===== src/rtl/crc_pkg.sv =====
// Shared CRC-8 constants, FSM state encoding and mode values used by the frame
// controller and its byte-step engine.
package crc_pkg;
    localparam logic [7:0] CRC8_POLY   = 8'h07;
    localparam logic [7:0] CRC8_INIT   = 8'h00;
    localparam logic [7:0] CRC8_XOROUT = 8'h00;

    typedef logic [1:0] state_t;
    localparam state_t ST_IDLE = 2'd0;
    localparam state_t ST_DATA = 2'd1;
    localparam state_t ST_CRC  = 2'd2;
    localparam state_t ST_DONE = 2'd3;

    localparam logic MODE_GEN = 1'b0;
    localparam logic MODE_CHK = 1'b1;
endpackage


===== src/rtl/crc8_frame_ctrl_if.sv =====
// Byte stream channel: a transfer happens on a rising edge where valid & ready
// are both high; the master holds valid/data/last stable until that transfer.
interface crc8_frame_ctrl_if;
    logic       valid;
    logic       ready;
    logic [7:0] data;
    logic       last;

    modport master (output valid, output data, output last, input ready);
    modport slave  (input valid, input data, input last, output ready);
endinterface


===== src/rtl/crc8_step_comb.sv =====
// One byte of MSB-first, non-reflected CRC-8 update: c ^= d, then eight
// shift/conditional-XOR steps with the generator polynomial.
module crc8_step_comb #(
    parameter logic [7:0] POLY = 8'h07
) (
    input  logic [7:0] crc_in,
    input  logic [7:0] data_in,
    output logic [7:0] crc_out
);
    logic [7:0] c_work;

    always_comb begin
        c_work = crc_in ^ data_in;
        for (int i = 0; i < 8; i++) begin
            c_work = c_work[7] ? ((c_work << 1) ^ POLY) : (c_work << 1);
        end
        crc_out = c_work;
    end
endmodule


===== src/rtl/crc8_frame_ctrl.sv =====
// Frame sequencer around the CRC-8 byte engine: forwards a byte stream through a
// single output register, appends the CRC (GEN) or checks a trailing CRC (CHK).
module crc8_frame_ctrl
    import crc_pkg::*;
#(
    parameter logic [7:0] POLY   = CRC8_POLY,
    parameter logic [7:0] INIT   = CRC8_INIT,
    parameter logic [7:0] XOROUT = CRC8_XOROUT,
    parameter int         LEN_W  = 16
) (
    input  logic               clk,
    input  logic               rst_n,
    input  logic               mode,
    crc8_frame_ctrl_if.slave   s,
    crc8_frame_ctrl_if.master  m,
    output logic               busy,
    output logic               chk_valid,
    output logic               chk_ok,
    output logic [LEN_W-1:0]   frame_len,
    output state_t             state_dbg
);
    state_t             state;
    logic               mode_q;
    logic [7:0]         crc;
    logic [7:0]         crc_prev;
    logic [7:0]         trailer;
    logic [LEN_W-1:0]   len;
    logic               out_valid;
    logic [7:0]         out_data;
    logic               out_last;

    logic               out_free;
    logic               in_state;
    logic               s_ready_int;
    logic               accept;
    logic               eff_mode;
    logic [7:0]         crc_base;
    logic [7:0]         crc_next;
    logic               final_hs;
    logic [LEN_W-1:0]   len_inc;

    assign out_free    = ~out_valid | m.ready;
    assign in_state    = (state == ST_IDLE) || (state == ST_DATA);
    // Input is also refused in the completion-pulse cycle so frames never overlap.
    assign s_ready_int = in_state & ~chk_valid & out_free;
    assign accept      = s.valid & s_ready_int;
    assign eff_mode    = (state == ST_IDLE) ? mode : mode_q;
    assign crc_base    = (state == ST_IDLE) ? INIT : crc;
    assign final_hs    = out_valid & m.ready & out_last;
    assign len_inc     = (&len) ? len : len + LEN_W'(1);

    assign s.ready   = s_ready_int;
    assign m.valid   = out_valid;
    assign m.data    = out_data;
    assign m.last    = out_last;
    assign state_dbg = state;

    crc8_step_comb #(.POLY(POLY)) u_step (
        .crc_in  (crc_base),
        .data_in (s.data),
        .crc_out (crc_next)
    );

    always_ff @(posedge clk) begin
        if (!rst_n) begin
            state     <= ST_IDLE;
            mode_q    <= MODE_GEN;
            crc       <= INIT;
            crc_prev  <= INIT;
            trailer   <= 8'h00;
            len       <= '0;
            out_valid <= 1'b0;
            out_data  <= 8'h00;
            out_last  <= 1'b0;
            busy      <= 1'b0;
            chk_valid <= 1'b0;
            chk_ok    <= 1'b0;
            frame_len <= '0;
        end else begin
            chk_valid <= 1'b0;

            if (accept) begin
                out_valid <= 1'b1;
                out_data  <= s.data;
                out_last  <= s.last & (eff_mode == MODE_CHK);
            end else if (state == ST_CRC && out_free) begin
                out_valid <= 1'b1;
                out_data  <= crc ^ XOROUT;
                out_last  <= 1'b1;
            end else if (m.ready) begin
                out_valid <= 1'b0;
            end

            case (state)
                ST_IDLE, ST_DATA: begin
                    if (accept) begin
                        crc      <= crc_next;
                        // CRC before the latest byte, so CHK can compare it to the trailer.
                        crc_prev <= crc_base;
                        trailer  <= s.data;
                        if (state == ST_IDLE) begin
                            mode_q <= mode;
                            len    <= LEN_W'(1);
                            busy   <= 1'b1;
                        end else begin
                            len <= len_inc;
                        end
                        if (s.last) begin
                            state <= (eff_mode == MODE_GEN) ? ST_CRC : ST_DONE;
                        end else begin
                            state <= ST_DATA;
                        end
                    end
                end
                ST_CRC: begin
                    if (out_free) state <= ST_DONE;
                end
                ST_DONE: begin
                    if (final_hs) begin
                        chk_valid <= 1'b1;
                        frame_len <= len;
                        chk_ok    <= (mode_q == MODE_GEN) | ((crc_prev ^ XOROUT) == trailer);
                        busy      <= 1'b0;
                        crc       <= INIT;
                        len       <= '0;
                        state     <= ST_IDLE;
                    end
                end
                default: state <= ST_IDLE;
            endcase
        end
    end
endmodule

===== src/flat_wrapper.sv =====
// flat-port wrapper written by rule: the top's interface ports become plain ports
module crc8_frame_ctrl_flat import crc_pkg::*;
#(
    parameter logic [7:0] POLY   = CRC8_POLY,
    parameter logic [7:0] INIT   = CRC8_INIT,
    parameter logic [7:0] XOROUT = CRC8_XOROUT,
    parameter int         LEN_W  = 16
)
  (clk, rst_n, mode, busy, chk_valid, chk_ok, frame_len, state_dbg, s_valid, s_data, s_last, s_ready, m_valid, m_data, m_last, m_ready);
  crc8_frame_ctrl_if s_i ();
  crc8_frame_ctrl_if m_i ();
  input  logic clk;
  input  logic rst_n;
  input  logic mode;
  output logic busy;
  output logic chk_valid;
  output logic chk_ok;
  output logic [LEN_W-1:0] frame_len;
  output state_t state_dbg;
  input wire logic [$bits(s_i.valid)-1:0] s_valid;
  input wire logic [$bits(s_i.data)-1:0] s_data;
  input wire logic [$bits(s_i.last)-1:0] s_last;
  output wire logic [$bits(s_i.ready)-1:0] s_ready;
  output wire logic [$bits(m_i.valid)-1:0] m_valid;
  output wire logic [$bits(m_i.data)-1:0] m_data;
  output wire logic [$bits(m_i.last)-1:0] m_last;
  input wire logic [$bits(m_i.ready)-1:0] m_ready;
  assign s_i.valid = s_valid;
  assign s_i.data = s_data;
  assign s_i.last = s_last;
  assign s_ready = s_i.ready;
  assign m_valid = m_i.valid;
  assign m_data = m_i.data;
  assign m_last = m_i.last;
  assign m_i.ready = m_ready;
  crc8_frame_ctrl #(.POLY(POLY), .INIT(INIT), .XOROUT(XOROUT), .LEN_W(LEN_W)) u_core (.clk(clk), .rst_n(rst_n), .mode(mode), .s(s_i), .m(m_i), .busy(busy), .chk_valid(chk_valid), .chk_ok(chk_ok), .frame_len(frame_len), .state_dbg(state_dbg));
endmodule

===== config.mk =====
export PLATFORM = sky130hd
export DESIGN_NAME = crc8_frame_ctrl_flat
export DESIGN_NICKNAME = d
export VERILOG_FILES = /design/src/rtl/crc_pkg.sv /design/src/rtl/crc8_frame_ctrl_if.sv /design/src/rtl/crc8_step_comb.sv /design/src/rtl/crc8_frame_ctrl.sv /design/src/flat_wrapper.sv
export SDC_FILE = /design/constraint.sdc
export NUM_CORES = 1
export LEC_CHECK = 0
export CORE_UTILIZATION = 40
export CTS_BUF_LIST = sky130_fd_sc_hd__clkbuf_4 sky130_fd_sc_hd__clkbuf_8 sky130_fd_sc_hd__clkbuf_16
export CTS_CLUSTER_DIAMETER = 60
export DETAILED_ROUTE_END_ITERATION = 10
export GPL_ROUTABILITY_DRIVEN = 1
export PLACE_DENSITY_LB_ADDON = 0.1
export REMOVE_ABC_BUFFERS = 1
export SLEW_MARGIN = 30
export SYNTH_ARGS = -nofsm -noshare
export SYNTH_HDL_FRONTEND = slang
export SYNTH_HIERARCHICAL = 1
export SYNTH_SLANG_ARGS = --single-unit

===== constraint.sdc =====
create_clock -name clk -period 3.5 [get_ports clk]
set_clock_uncertainty 0.2 [all_clocks]
set_input_delay 0.525 -clock clk [delete_from_list [all_inputs] [get_ports clk]]
set_output_delay 0.525 -clock clk [all_outputs]
set_load 0.01 [all_outputs]

=== Yosys cells after proc, flatten, opt, wreduce, memory -nomap -nowiden ===
Index checks and enable logic that the tools add are counted.

* Bits in registers: 72
* Input bits: 14
* Output and inout port bits: 32
* Logic and storage cells: 94

* Add/subtract/negate cells: 1
* Equality and inequality tests: 9
* Muxes and demuxes: 36
* Bitwise gates (word level): 20
* Reductions and logical operators: 15

{| class="wikitable"
|+ Operators with widths
! operator !! number
|-
| $mux 16 || 4
|-
| $mux 8 || 5
|-
| $pmux 16 s2 || 1
|-
| $mux 3 || 8
|-
| $not 3->3 || 8
|-
| $add 16x1->16 const B || 1
|-
| $pmux 8 s2 || 1
|-
| $reduce_and 16->1 || 1
|-
| $mux 1 || 11
|-
| $eq 8x8->1 || 1
|-
| $mux 2 || 4
|-
| $ne 2x1->1 const B || 4
|-
| $reduce_and 4->1 || 2
|-
| $xor 8x8->8 || 1
|-
| $and 1x1->1 || 6
|-
| $pmux 2 s3 || 1
|-
| $reduce_and 2->1 || 3
|-
| $reduce_and 3->1 || 2
|-
| $eq 2x2->1 const B || 2
|-
| $reduce_bool 2->1 || 2
|-
| $ne 3x2->1 const B || 1
|-
| $not 1->1 || 3
|-
| $reduce_bool 3->1 || 1
|-
| $eq 2x1->1 const B || 1
|-
| other kinds (6) || 7
|}

=== Longest topological paths before layout ===
* Word-level depth: 21
* Depth in mapped cells: 10
* Mapped depth without buffers: 8

=== Modules after synthesis ===
The synthesis kept the hierarchy.

{| class="wikitable"
|+ Modules (own cells, without submodules)
! module !! times used !! cells an instance !! area an instance (µm²) !! seq. area each (µm²)
|-
| crc8_frame_ctrl || 1 || 391 || 3291.9 || 1441.4
|-
| crc8_step_comb || 1 || 20 || 212.7 || 0.0
|}

=== Worst setup path before layout ===
No wires, ideal clock.

* Kind: flip-flop to flip-flop
* Start: reg u_core.state[1], in the netlist u_core/state_dbg[1]
* End: reg u_core.crc[2]
* Setup time: 70 ps
* Arrival time: 2381 ps
* Data required time: 3230 ps
* Slack: 849 ps
* Stages on the path, launching flop included: 10
* Period minus slack after synthesis: 2651 ps
* Cells stage by stage: dfxtp_1 inv_1 ha_1 clkbuf_1 nor2b_1 xor2_2 xnor3_2 xnor2_1 nand4_1 a21oi_1

{| class="wikitable"
|+ RTL lines
! element !! line !! RTL
|-
| start, declared || crc8_frame_ctrl.sv:22 || <nowiki>state_t state;</nowiki>
|-
| start signal, assigned || crc8_frame_ctrl.sv:109 || <nowiki>state <= (eff_mode == MODE_GEN) ? ST_CRC : ST_DONE;</nowiki>
|-
| $logic_not 2->1 (*) || crc8_frame_ctrl.sv:48 || <nowiki>assign crc_base = (state == ST_IDLE) ? INIT : crc;</nowiki>
|-
| $mux 8 (*) || crc8_frame_ctrl.sv:48 ||
|-
| via u_core.crc_base[7] || crc8_frame_ctrl.sv:37 || <nowiki>logic [7:0] crc_base;</nowiki>
|-
| $xor 8x8->8 (*) || crc8_step_comb.sv:13 || <nowiki>c_work = crc_in ^ data_in;</nowiki>
|-
| $mux 3 (*) || crc8_step_comb.sv:15 || <nowiki>c_work = c_work[7] ? ((c_work << 1) ^ POLY) : (c_work << 1);</nowiki>
|-
| $mux 3 / $not 3->3 (equally long branches) || - ||
|-
| $not 3->3 (no line) / $mux 3 (equally long branches) || - ||
|-
| $mux 3 (*) || crc8_step_comb.sv:15 ||
|-
| via u_core.crc_next[2] || crc8_frame_ctrl.sv:38 || <nowiki>logic [7:0] crc_next;</nowiki>
|-
| $mux 8 (*) || crc8_frame_ctrl.sv:96 || <nowiki>if (accept) begin</nowiki>
|-
| $pmux 8 s2 (*) || crc8_frame_ctrl.sv:94 || <nowiki>case (state)</nowiki>
|-
| end signal, assigned || crc8_frame_ctrl.sv:97 || <nowiki>crc <= crc_next;</nowiki>
|-
| end, declared || crc8_frame_ctrl.sv:24 || <nowiki>logic [7:0] crc;</nowiki>
|}

The timed path passes the listed nets; every way through them passes the cells marked *. The select of a mux whose other input is x is not followed.
A chain may end at the register's enable or synchronous reset.

=== Final worst setup path ===
* Start: reg u_core.state[1], in the netlist u_core/state_dbg[1]
* End: out s_ready

* Word-level cells in the longest chain between the ends: 4

{| class="wikitable"
|+ RTL lines
! element !! line !! RTL
|-
| $eq 2x1->1 / $logic_not 2->1 (equally long branches) || crc8_frame_ctrl.sv:43 || <nowiki>assign in_state = (state == ST_IDLE) || (state == ST_DATA);</nowiki>
|-
| $logic_or 1x1->1 (*) || crc8_frame_ctrl.sv:43 ||
|-
| $and 1x1->1 (*) (2 in series) || crc8_frame_ctrl.sv:45 || <nowiki>assign s_ready_int = in_state & ~chk_valid & out_free;</nowiki>
|-
| end, declared || flat_wrapper.sv:23 || <nowiki>output wire logic [$bits(s_i.ready)-1:0] s_ready;</nowiki>
|}

Mark *: on every way between the ends. The rest lies on a longest branch, timed or not.

==> reports/qor.csv <==
metric,value,unit
path_clk_slew,0.08,ns
core,0.008341,mm2
r2r_slack,0.48,ns
critPathArrivalTime,2.36,ns
power.leakage,1.520,nW
wl_per_cell,14.94,um
end_kind,primary output,
holdBufCountCts,0,
cts_tree,done,
critPathKind,reg -> out,
root_buffer,clkbuf_8,
place_congestion,0.8174,
grt_pass1_wl,13.80,mm
switching_share,33.34,%
ios,46,
chipHeight,95.61,um
switchingPower,0.8816,mW
path_cells,inv_1 > ha_1 > buf_4 > nor2_1 > nor3_1 > clkdlybuf4s50_1,
clkLatencyLatePin,0.35,ns
grt_max_degree,34,
combPwrFrac,33.9,%
setup_ws,0.4169,ns
cts_sinks,72,
layout.nets,469,
dp_slack,0.3996,ns
cts_made_buffers,9,
maxCapViolations,0,
setup-violations-final,0,
die_w,95.61,um
final_antenna_net_count,0,
timing.final.crit_share,88.09,%
yosys.area_share.simple,24.49,%
synth-seq-cells,72,
status,finished clean,
synth_compound_area_share,14.96,%
dr.first_iter.drc_count,141,
postCtsSetupRepairBufs,0,
max_stage_delay,0.60,ns
worst_pin_slew,0.7681,ns
tns,0,ns
synth-main-ff-cell,dfxtp_1,
diodes,0,
synth_top_family_by_area,simple AND/OR/NAND/NOR gates,
route.detailed.drc,0,
htreeDepth,3,
holdWs,0.2551,ns
fmaxAchievable,0.3244,GHz
vias_per_cell,5.341,
via_count,2991,
dp.cells,544,
rsz0062_at_grt,no,
grt_usage,19.86,%
start_util,42.02,%
slew_violations,0,
regArea,0.001441,mm2
multi_input_area,0.001908,mm2
slew_headroom,48.64,%
p_clk_share,28.5,%
layout.cells.non_filler,560,
slowest_stage,clkdlybuf4s50_1,
pwr-share-seq,37.7,%
ys.warnings.count,6,
antenna_found_initial,0,
avgSynthCellArea,8.527,um2
hold_class,reg -> reg,
fillers,797,
dr.pass1.iters,4,
rows,33,
numPortBuffers,45,
cts_resized,0,
postSynth.asyncResetShare,0,%
synthAdderAreaFrac,1.785,%
start_kind,register,
dp_hpwl,5.717,mm
synth_mux_area_share,5.141,%
synth_cells,411,
synth_edf_count,0,
drive_gt1_share,9.231,%
wl,8.368,mm
ir_drop,0.3752,mV
hold_viol,0,
areaGrowthSynthToFinish,20.74,%
synth_cell_type_count,47,
ys_seq_area_share,41.13,%
die_area,0.009140,mm2
power.internal,1.762,mW
cts_max_path_buffers,2,
cp.required,2.77,ns
critical_path_peak_fanout,10,
power_density,624.8,mW/mm2
synth-xor-area-share,8.069,%
syn-cell-area,0.003505,mm2
grt_remaining_overflow,0,
grt_pass1_vias,2807,
min_period,3.083,ns
worst max-delay path: cells and delay by family, from the launching register on:
| kind | cells | cell delay [ns] |
|---|---|---|
| simple gates | 2 | 0.34 |
| flops | 1 | 0.41 |
| fa+ha+maj | 1 | 0.31 |
| buf+inv | 3 | 0.96 |
power by group through the flow:
stage / Combinational (mW) / Sequential [mW] / Clock, mW
5_1_grt: 0.987 / 1.01 / 0.800
2_1_floorplan: 0.623 / 1.01 / 0
4_1_cts: 0.903 / 0.996 / 0.765
6_report: 0.896 / 0.996 / 0.753
3_5_place_dp: 0.896 / 1.01 / 0
3_3_place_gp: 0.896 / 1.01 / 0
routing by layer:
layer  part of all wire (%)  global-route usage, %  vias to the layer above  wire (um)
met5                      0                      0                        -          0
met4                    1.4                  6.841                        0        119
met3                    4.5                  3.907                        9        378
met2                     41                  29.58                       73       3471
met1                     53                  28.40                     1391       4398
li1                       -                      -                     1518          -
area by class of cell:
type                            instances  area share [%]
Multi-Input combinational cell        309           45.09
Sequential cell                        72           34.06
Timing Repair Buffer                   52           11.89
Clock buffer                           13           3.785
Tap cell                              105           3.105
Clock inverter                          3           1.538
Inverter                                6          0.5322
state kept, by name, indices dropped and copies added (netlist names):
name / flops
u_core/m.valid: 1
u_core/busy: 1
u_core/mode_q: 1
u_core/m.data: 8
u_core/len: 16
u_core/crc: 8
u_core/chk_valid: 1
u_core/state_dbg: 2
u_core/trailer: 8
u_core/frame_len: 16
u_core/crc_prev: 8
u_core/chk_ok: 1
u_core/m.last: 1
metrics by stage:
| step | utilization [%] | instance area, um2 | power, mW |
|---|---|---|---|
| 2_1_floorplan | - | 3372 | 1.629 |
| 3_3_place_gp | 48.03 | 4006 | 1.907 |
| 3_5_place_dp | 48.03 | 4006 | 1.911 |
| 4_1_cts | 50.74 | 4232 | 2.664 |
| 5_1_grt | 50.74 | 4232 | 2.799 |
| 6_report | 50.74 | 4232 | 2.644 |
cell usage after synthesis, types with 5 or more instances:
cell type  number  area (um2)
nand4_1        12       75.07
nor2b_1         9       56.30
mux2i_1         9       90.09
ha_1            5       62.56
a211oi_1        6       45.04
o21ai_1         6       30.03
xnor2_1        12       105.1
mux2_2          8       90.09
nor2_1         24       90.09
nand3b_1        6       45.04
nand3_1         8       40.04
clkbuf_1       14       52.55
or3_1           7       43.79
o311ai_0       10       87.58
o21ai_0         7       35.03
dfxtp_1        72        1441
nand2_1        81       304.0
a21oi_1        49       245.2
xor2_1         13       113.9
path summary, 6_finish.rpt:
| path | from | to | cells after the start |
|---|---|---|---|
| setup / recovery | u_core/state_dbg[1]$_SDFFE_PN0P_ | s_ready | 6 |
| hold / removal | u_core/frame_len[13]$_SDFFE_PN0P_ | u_core/frame_len[13]$_SDFFE_PN0P_ | 2 |
| setup reg to reg | u_core/state_dbg[1]$_SDFFE_PN0P_ | u_core/len[12]$_SDFFE_PN0P_ | 7 |
| hold reg to reg | u_core/frame_len[13]$_SDFFE_PN0P_ | u_core/frame_len[13]$_SDFFE_PN0P_ | 2 |
placed cells by master, fill, tap and decap left out, types with 7 or more instances in the layout:
master            n
nor2b_1           9
nor2_1           24
clkbuf_8         10
o311ai_0         10
nand2_1          81
nand3_1           8
o21ai_0           7
clkdlybuf4s50_1  45
mux2_2            8
a21oi_1          49
nand4_1          12
buf_4             7
mux2i_1           9
or3_1             7
dfxtp_1          72
xnor2_1          12
xor2_1           13
kinds of logic after synthesis:
logic type               Yosys count
AND/OR/NAND/NOR                  171
AO/OA/AOI/OAI                     88
flip-flops                        72
XOR/XNOR                          28
adder cells (fa/ha/maj)            5
buffers and inverters             30
multiplexers                      17
No activity file was read; power rests on OpenSTA's default activity.
